### src/rtl/rectangle128_rkey_reader_if.sv
// rtl/rectangle128_rkey_reader_if.sv - key-write and round-key stream bundle
// Master is the key-schedule generator / consumer side; slave is the reader.
interface rectangle128_rkey_reader_if;
  logic        flush;
  logic        WE;
  logic [4:0]  WAddr;
  logic [63:0] KeyIn;
  logic        Start;
  logic        Decrypt;
  logic        RkReady;
  logic [63:0] RoundKey;
  logic        RkValid;
  logic [4:0]  RkIdx;
  logic        RkLast;
  logic        KeysReady;
  logic        Busy;

  modport master (
    output flush, WE, WAddr, KeyIn, Start, Decrypt, RkReady,
    input  RoundKey, RkValid, RkIdx, RkLast, KeysReady, Busy
  );

  modport slave (
    input  flush, WE, WAddr, KeyIn, Start, Decrypt, RkReady,
    output RoundKey, RkValid, RkIdx, RkLast, KeysReady, Busy
  );
endinterface

### src/rtl/rectangle128_rkey_reader.sv
// rtl/rectangle128_rkey_reader.sv - round-key store and ordered key streamer
// Keys are written by the schedule generator, then streamed forward or reversed.
module rectangle128_rkey_reader #(
  parameter int NUM_RK = 26
) (
  input logic                        Clk,
  input logic                        RstN,
  rectangle128_rkey_reader_if.slave  bus
);

  localparam logic [1:0] ST_IDLE   = 2'd0;
  localparam logic [1:0] ST_WAIT   = 2'd1;
  localparam logic [1:0] ST_STREAM = 2'd2;

  localparam logic [5:0] NUM_RK_W = 6'(NUM_RK);
  localparam logic [4:0] LAST_IDX = 5'(NUM_RK - 1);

  logic [63:0]       keys_q [NUM_RK];
  logic [NUM_RK-1:0] valid_q, valid_d;
  logic [1:0]        state_q, state_d;
  logic              dir_q, dir_d;
  logic [4:0]        idx_q, idx_d;
  logic [63:0]       key_q, key_d;
  logic              rk_valid_q, rk_valid_d;
  logic              rk_last_q, rk_last_d;

  logic              wr_ok;
  logic              keys_ready;
  logic              load_en;
  logic [4:0]        load_idx;

  assign wr_ok      = bus.WE && ({1'b0, bus.WAddr} < NUM_RK_W);
  assign keys_ready = &valid_q;

  // Storage is deliberately not reset; nothing reads an entry before its valid flag is set.
  always_ff @(posedge Clk) begin
    if (wr_ok) begin
      keys_q[bus.WAddr] <= bus.KeyIn;
    end
  end

  always_comb begin
    valid_d = valid_q;
    if (wr_ok) begin
      valid_d[bus.WAddr] = 1'b1;
    end
    if (!bus.flush) begin
      valid_d = '0;
    end
  end

  always_comb begin
    state_d    = state_q;
    dir_d      = dir_q;
    idx_d      = idx_q;
    key_d      = key_q;
    rk_valid_d = rk_valid_q;
    rk_last_d  = rk_last_q;
    load_en    = 1'b0;
    load_idx   = idx_q;

    case (state_q)
      ST_IDLE: begin
        if (bus.Start) begin
          dir_d = bus.Decrypt;
          if (keys_ready && bus.flush) begin
            load_en  = 1'b1;
            load_idx = bus.Decrypt ? LAST_IDX : 5'd0;
            state_d  = ST_STREAM;
          end else begin
            state_d = ST_WAIT;
          end
        end
      end
      ST_WAIT: begin
        if (!bus.flush) begin
          state_d = ST_IDLE;
        end else if (keys_ready) begin
          load_en  = 1'b1;
          load_idx = dir_q ? LAST_IDX : 5'd0;
          state_d  = ST_STREAM;
        end
      end
      ST_STREAM: begin
        if (!bus.flush) begin
          state_d    = ST_IDLE;
          rk_valid_d = 1'b0;
          rk_last_d  = 1'b0;
        end else if (bus.RkReady) begin
          if (rk_last_q) begin
            state_d    = ST_IDLE;
            rk_valid_d = 1'b0;
            rk_last_d  = 1'b0;
          end else begin
            load_en  = 1'b1;
            load_idx = dir_q ? (idx_q - 5'd1) : (idx_q + 5'd1);
          end
        end
      end
      default: begin
        state_d    = ST_IDLE;
        rk_valid_d = 1'b0;
        rk_last_d  = 1'b0;
      end
    endcase

    // The presented key is a registered copy, so later writes to that index do not disturb it.
    if (load_en) begin
      idx_d      = load_idx;
      key_d      = keys_q[load_idx];
      rk_valid_d = 1'b1;
      rk_last_d  = dir_d ? (load_idx == 5'd0) : (load_idx == LAST_IDX);
    end
  end

  always_ff @(posedge Clk or negedge RstN) begin
    if (!RstN) begin
      valid_q    <= '0;
      state_q    <= ST_IDLE;
      dir_q      <= 1'b0;
      idx_q      <= 5'd0;
      key_q      <= 64'd0;
      rk_valid_q <= 1'b0;
      rk_last_q  <= 1'b0;
    end else begin
      valid_q    <= valid_d;
      state_q    <= state_d;
      dir_q      <= dir_d;
      idx_q      <= idx_d;
      key_q      <= key_d;
      rk_valid_q <= rk_valid_d;
      rk_last_q  <= rk_last_d;
    end
  end

  assign bus.RoundKey  = key_q;
  assign bus.RkValid   = rk_valid_q;
  assign bus.RkIdx     = idx_q;
  assign bus.RkLast    = rk_last_q;
  assign bus.KeysReady = keys_ready;
  assign bus.Busy      = (state_q != ST_IDLE);

endmodule

### src/flat_wrapper.sv
// flat-port wrapper written by rule: the top's interface ports become plain ports
module rectangle128_rkey_reader_flat 
#(
  parameter int NUM_RK = 26
)
  (Clk, RstN, bus_flush, bus_WE, bus_WAddr, bus_KeyIn, bus_Start, bus_Decrypt, bus_RkReady, bus_RoundKey, bus_RkValid, bus_RkIdx, bus_RkLast, bus_KeysReady, bus_Busy);
  rectangle128_rkey_reader_if bus_i ();
  input logic Clk;
  input logic RstN;
  input wire logic [$bits(bus_i.flush)-1:0] bus_flush;
  input wire logic [$bits(bus_i.WE)-1:0] bus_WE;
  input wire logic [$bits(bus_i.WAddr)-1:0] bus_WAddr;
  input wire logic [$bits(bus_i.KeyIn)-1:0] bus_KeyIn;
  input wire logic [$bits(bus_i.Start)-1:0] bus_Start;
  input wire logic [$bits(bus_i.Decrypt)-1:0] bus_Decrypt;
  input wire logic [$bits(bus_i.RkReady)-1:0] bus_RkReady;
  output wire logic [$bits(bus_i.RoundKey)-1:0] bus_RoundKey;
  output wire logic [$bits(bus_i.RkValid)-1:0] bus_RkValid;
  output wire logic [$bits(bus_i.RkIdx)-1:0] bus_RkIdx;
  output wire logic [$bits(bus_i.RkLast)-1:0] bus_RkLast;
  output wire logic [$bits(bus_i.KeysReady)-1:0] bus_KeysReady;
  output wire logic [$bits(bus_i.Busy)-1:0] bus_Busy;
  assign bus_i.flush = bus_flush;
  assign bus_i.WE = bus_WE;
  assign bus_i.WAddr = bus_WAddr;
  assign bus_i.KeyIn = bus_KeyIn;
  assign bus_i.Start = bus_Start;
  assign bus_i.Decrypt = bus_Decrypt;
  assign bus_i.RkReady = bus_RkReady;
  assign bus_RoundKey = bus_i.RoundKey;
  assign bus_RkValid = bus_i.RkValid;
  assign bus_RkIdx = bus_i.RkIdx;
  assign bus_RkLast = bus_i.RkLast;
  assign bus_KeysReady = bus_i.KeysReady;
  assign bus_Busy = bus_i.Busy;
  rectangle128_rkey_reader #(.NUM_RK(NUM_RK)) u_core (.Clk(Clk), .RstN(RstN), .bus(bus_i));
endmodule
### config.mk
export PLATFORM = sky130hd
export DESIGN_NAME = rectangle128_rkey_reader_flat
export DESIGN_NICKNAME = d
export VERILOG_FILES = /design/src/rtl/rectangle128_rkey_reader_if.sv /design/src/rtl/rectangle128_rkey_reader.sv /design/src/flat_wrapper.sv
export SDC_FILE = /design/constraint.sdc
export NUM_CORES = 2
export LEC_CHECK = 0
export BUFFER_PORTS_ARGS = -buffer_cell sky130_fd_sc_hd__buf_2
export CAP_MARGIN = 20
export CORE_MARGIN = 8
export CORE_UTILIZATION = 35
export CTS_CLUSTER_SIZE = 25
export DETAILED_ROUTE_END_ITERATION = 6
export REMOVE_ABC_BUFFERS = 1
export SYNTH_ARGS = -nofsm -noshare
export SYNTH_HDL_FRONTEND = slang
export SYNTH_SLANG_ARGS = --single-unit
### constraint.sdc
create_clock -name Clk -period 4 [get_ports Clk]
set_clock_uncertainty 0.2 [all_clocks]
set_input_delay 0.8 -clock Clk [delete_from_list [all_inputs] [get_ports Clk]]
set_output_delay 0.8 -clock Clk [all_outputs]
set_load 0.02 [all_outputs]
==> impl_metrics.toml <==
[finish]
multiInputGateArea_sq_um = 14940
area_delta_synth_final_pct = 17.10
finalNetCount = 4232
final_area_sq_um = 80070
fillerInstances = 17220
regArea_sq_um = 52470
layout.cells.non_filler = 6854
layout-drive-gt1-share_pct = 21.79

[logic_synthesis]
synthCells = 3840
async_flop_share_pct = 5.669
yosysSeqAreaShare_pct = 76.73
synth_edf_count = 1664
synth_ff_type = "edfxtp_1"
synth-seq-cells = 1764
yosys_warnings = 0
synth_area_leaders = "edfxtp_1, mux4_2, dfrtp_1, nand2_1, mux2i_1"
synth_top_area_cell = "edfxtp_1"
avgSynthCellArea_sq_um = 17.81
yosysTopAreaCellShare_pct = 73.07
ys_types = 64
synth.cell_area_sq_um = 68380

[setup_path]
path_class = "reg -> reg"
cp_max_fo = 18
crit_top_cell = "buf_12"
max_stage_delay_ns = 0.71
r2r_cells = 11
cp-start-kind = "flop"
cp_cell_sequence = "nand4_1 -> or4_1 -> o211ai_4 -> and3_4 -> buf_12 -> buf_12 -> buf_4 -> mux4_2 -> a22oi_1 -> a21oi_1 -> a2111o_1"
end_kind = "flop"
reg2reg_slack_ns = 0.19
slowest_stage = "or4_1"
arrival_ns = 4.29
crit_required_ns = 4.48

[clock_tree]
clkSinkCount = 1764
clk_latency_ns = 0.83
clk_pin_slew_worst_paths_ns = 0.06
cts_tree = "yes"
clockBufferDepth = 3
h-tree-depth = 4
root_buffer = "clkbuf_16"
cts_buffers = 175

[global_routing]
grt_pass1_vias = 38104
top_usage_layer = "met2"
use_met3_pct = 3.492
grt_max_degree = 106
met1_usage_pct = 23.64
track_usage_pct = 17.86
grt-ovfl-total = 0
grt_use_met2_pct = 30.02
grt_pass1_wl_um = 275700
antenna_found_initial = 31

[timing]
finalHoldViolations = 0
setup_viol = 0
layout_setup_ws_ns = 0.1862
worstMarginPinSlew_ns = 1.016
finalCritPeriodShare_pct = 95.35
slew_viol_final = 0
max_freq_ghz = 0.2622
finalCriticalPeriod_ns = 3.814
relSlewSlack_pct = 31.40
rsz0062_at_grt = "false"

[place]
place_ws_ns = 0.04285
dp_cells = 6508
place_area_sq_um = 74310
portBuffers = 148
place.gp.congestion = 0.7978
dp_hpwl_um = 102400

[floorplanning]
core_area_sq_um = 194600
dieWidth_um = 458.0
die_area_sq_um = 209800
fp-row-count = 162
io_pins = 149
die_h_um = 458.0
start_util_pct = 35.14

[drt]
vias_per_cell = 5.555
vias = 38075
drc = 0
avgRoutedWirePerCell_um = 28.13
drt_iter0_drc = 4012
wl_um = 192800
ant_nets = 0
firstDrtPassIters = 5

[pwr]
p_per_area_nw_per_um2 = 538.8
leakagePower_nw = 26.73
peakVddDrop_mv = 0.3832

[run_status]
status = "finished, final reports clean"

[worst_hold_path]
holdPathStages = 2
hold_class = "in -> reg"

[run]
max_cap_violations = 0
-- metrics by stage --
step / hold slack, ns / utilization (%) / power, mW / TNS (ns)
floorplan: 0.2565 / - / 24.03 / -2077.63
global placement: 0.2650 / 38.19 / 27.21 / 0
detailed placement: 0.2726 / 38.19 / 27.27 / 0
CTS: 0.05117 / 41.10 / 43.43 / 0
global route: 0.08117 / 41.14 / 44.65 / 0
finish: 0.1237 / 41.15 / 43.14 / 0
-- flip-flops by register name (all words and copies together) (netlist names) --
signal	count
u_core.bus.RoundKey	64
u_core.keys_q	1664
u_core.bus.RkValid	1
u_core.bus.RkIdx	5
u_core.dir_q	1
u_core.state_q	2
u_core.valid_q	26
u_core.bus.RkLast	1
-- cell type report --
class	count	share of cell area [%]
diodes	12	0.03750
clock buffers	237	5.964
clock inverters	92	1.108
inverters	29	0.1359
multi-input cells	1809	18.66
flip-flops and latches	1764	65.53
well taps	2542	3.972
repair buffers	369	4.592
-- cells by family after synthesis --
| kind of cell | Yosys count | synth area share [%] |
|---|---|---|
| flip-flops | 1764 | 76.73 |
| AND/OR/NAND/NOR | 747 | 4.483 |
| AO/OA/AOI/OAI | 644 | 6.753 |
| multiplexers | 409 | 9.981 |
| buffers and inverters | 267 | 1.883 |
| adder cells (fa/ha/maj) | 8 | 0.1573 |
| XOR/XNOR | 1 | 0.01281 |
-- cells in the mapped netlist (18+ instances only) --
| cell | number |
|---|---|
| a2111o_1 | 48 |
| a211oi_1 | 34 |
| a21oi_1 | 225 |
| a22oi_1 | 51 |
| a31oi_1 | 40 |
| a32oi_1 | 62 |
| and3_1 | 22 |
| buf_1 | 18 |
| buf_2 | 33 |
| buf_4 | 23 |
| buf_6 | 18 |
| clkbuf_1 | 144 |
| dfrtp_1 | 100 |
| edfxtp_1 | 1664 |
| inv_1 | 29 |
| mux2_2 | 53 |
| mux2i_1 | 143 |
| mux4_2 | 213 |
| nand2_1 | 603 |
| nand3_1 | 25 |
| nand4_1 | 19 |
| nor2_1 | 35 |
| o21a_1 | 26 |
| o21ai_0 | 27 |
| o311a_1 | 48 |
-- routing by layer --
layer  part of all wire, %  vias to the layer above
met2                    49                     1491
met4                   2.7                       18
met3                   7.1                      337
met1                    41                    20213
li1                      -                    16016
met5                 0.061                        -
-- timing repair --
action                                  4_1_cts  5_1_grt
buffers inserted                              0        3
hold endpoints to repair                     45        0
resized for setup                             0        2
hold buffers                                  1        0
endpoints found under the setup margin        0       29
-- worst paths after layout --
check	startpoint	to
max	u_core.valid_q[15]	u_core.bus.RoundKey[45]
min	bus_Decrypt	u_core.dir_q
max reg2reg	u_core.valid_q[15]	u_core.bus.RoundKey[45]
min reg2reg	u_core.valid_q[11]	u_core.valid_q[11]
max in group asynchronous	RstN	u_core.bus.RoundKey[51]
min in group asynchronous	RstN	u_core.bus.RoundKey[14]
-- report_power, final --
group          internal, mW  total [mW]  switching [mW]
Combinational          2.90        6.30            3.40
Sequential             20.5        20.6           0.108
Clock                  9.31        16.3            6.96
Total                  32.7        43.1            10.5
-- placed cells by master, fill, tap and decap left out, types with 49 or more instances in the layout --
cell type     n
a21oi_1     223
a22oi_1      51
a32oi_1      62
buf_12      100
buf_2       147
buf_4       119
clkbuf_1     49
clkbuf_16   179
dfrtp_1     100
edfxtp_1   1664
mux2_2       53
mux2i_1     143
mux4_2      213
nand2_1     600
-- critical path: cells and delay by family (launching register included) --
kind / cells / cell delay (ns)
buf+inv: 3 / 0.53
mux: 1 / 0.50
flops: 1 / 0.35
simple gates: 3 / 1.15
compound gates: 4 / 0.93
No activity file was read; power rests on OpenSTA's default activity.
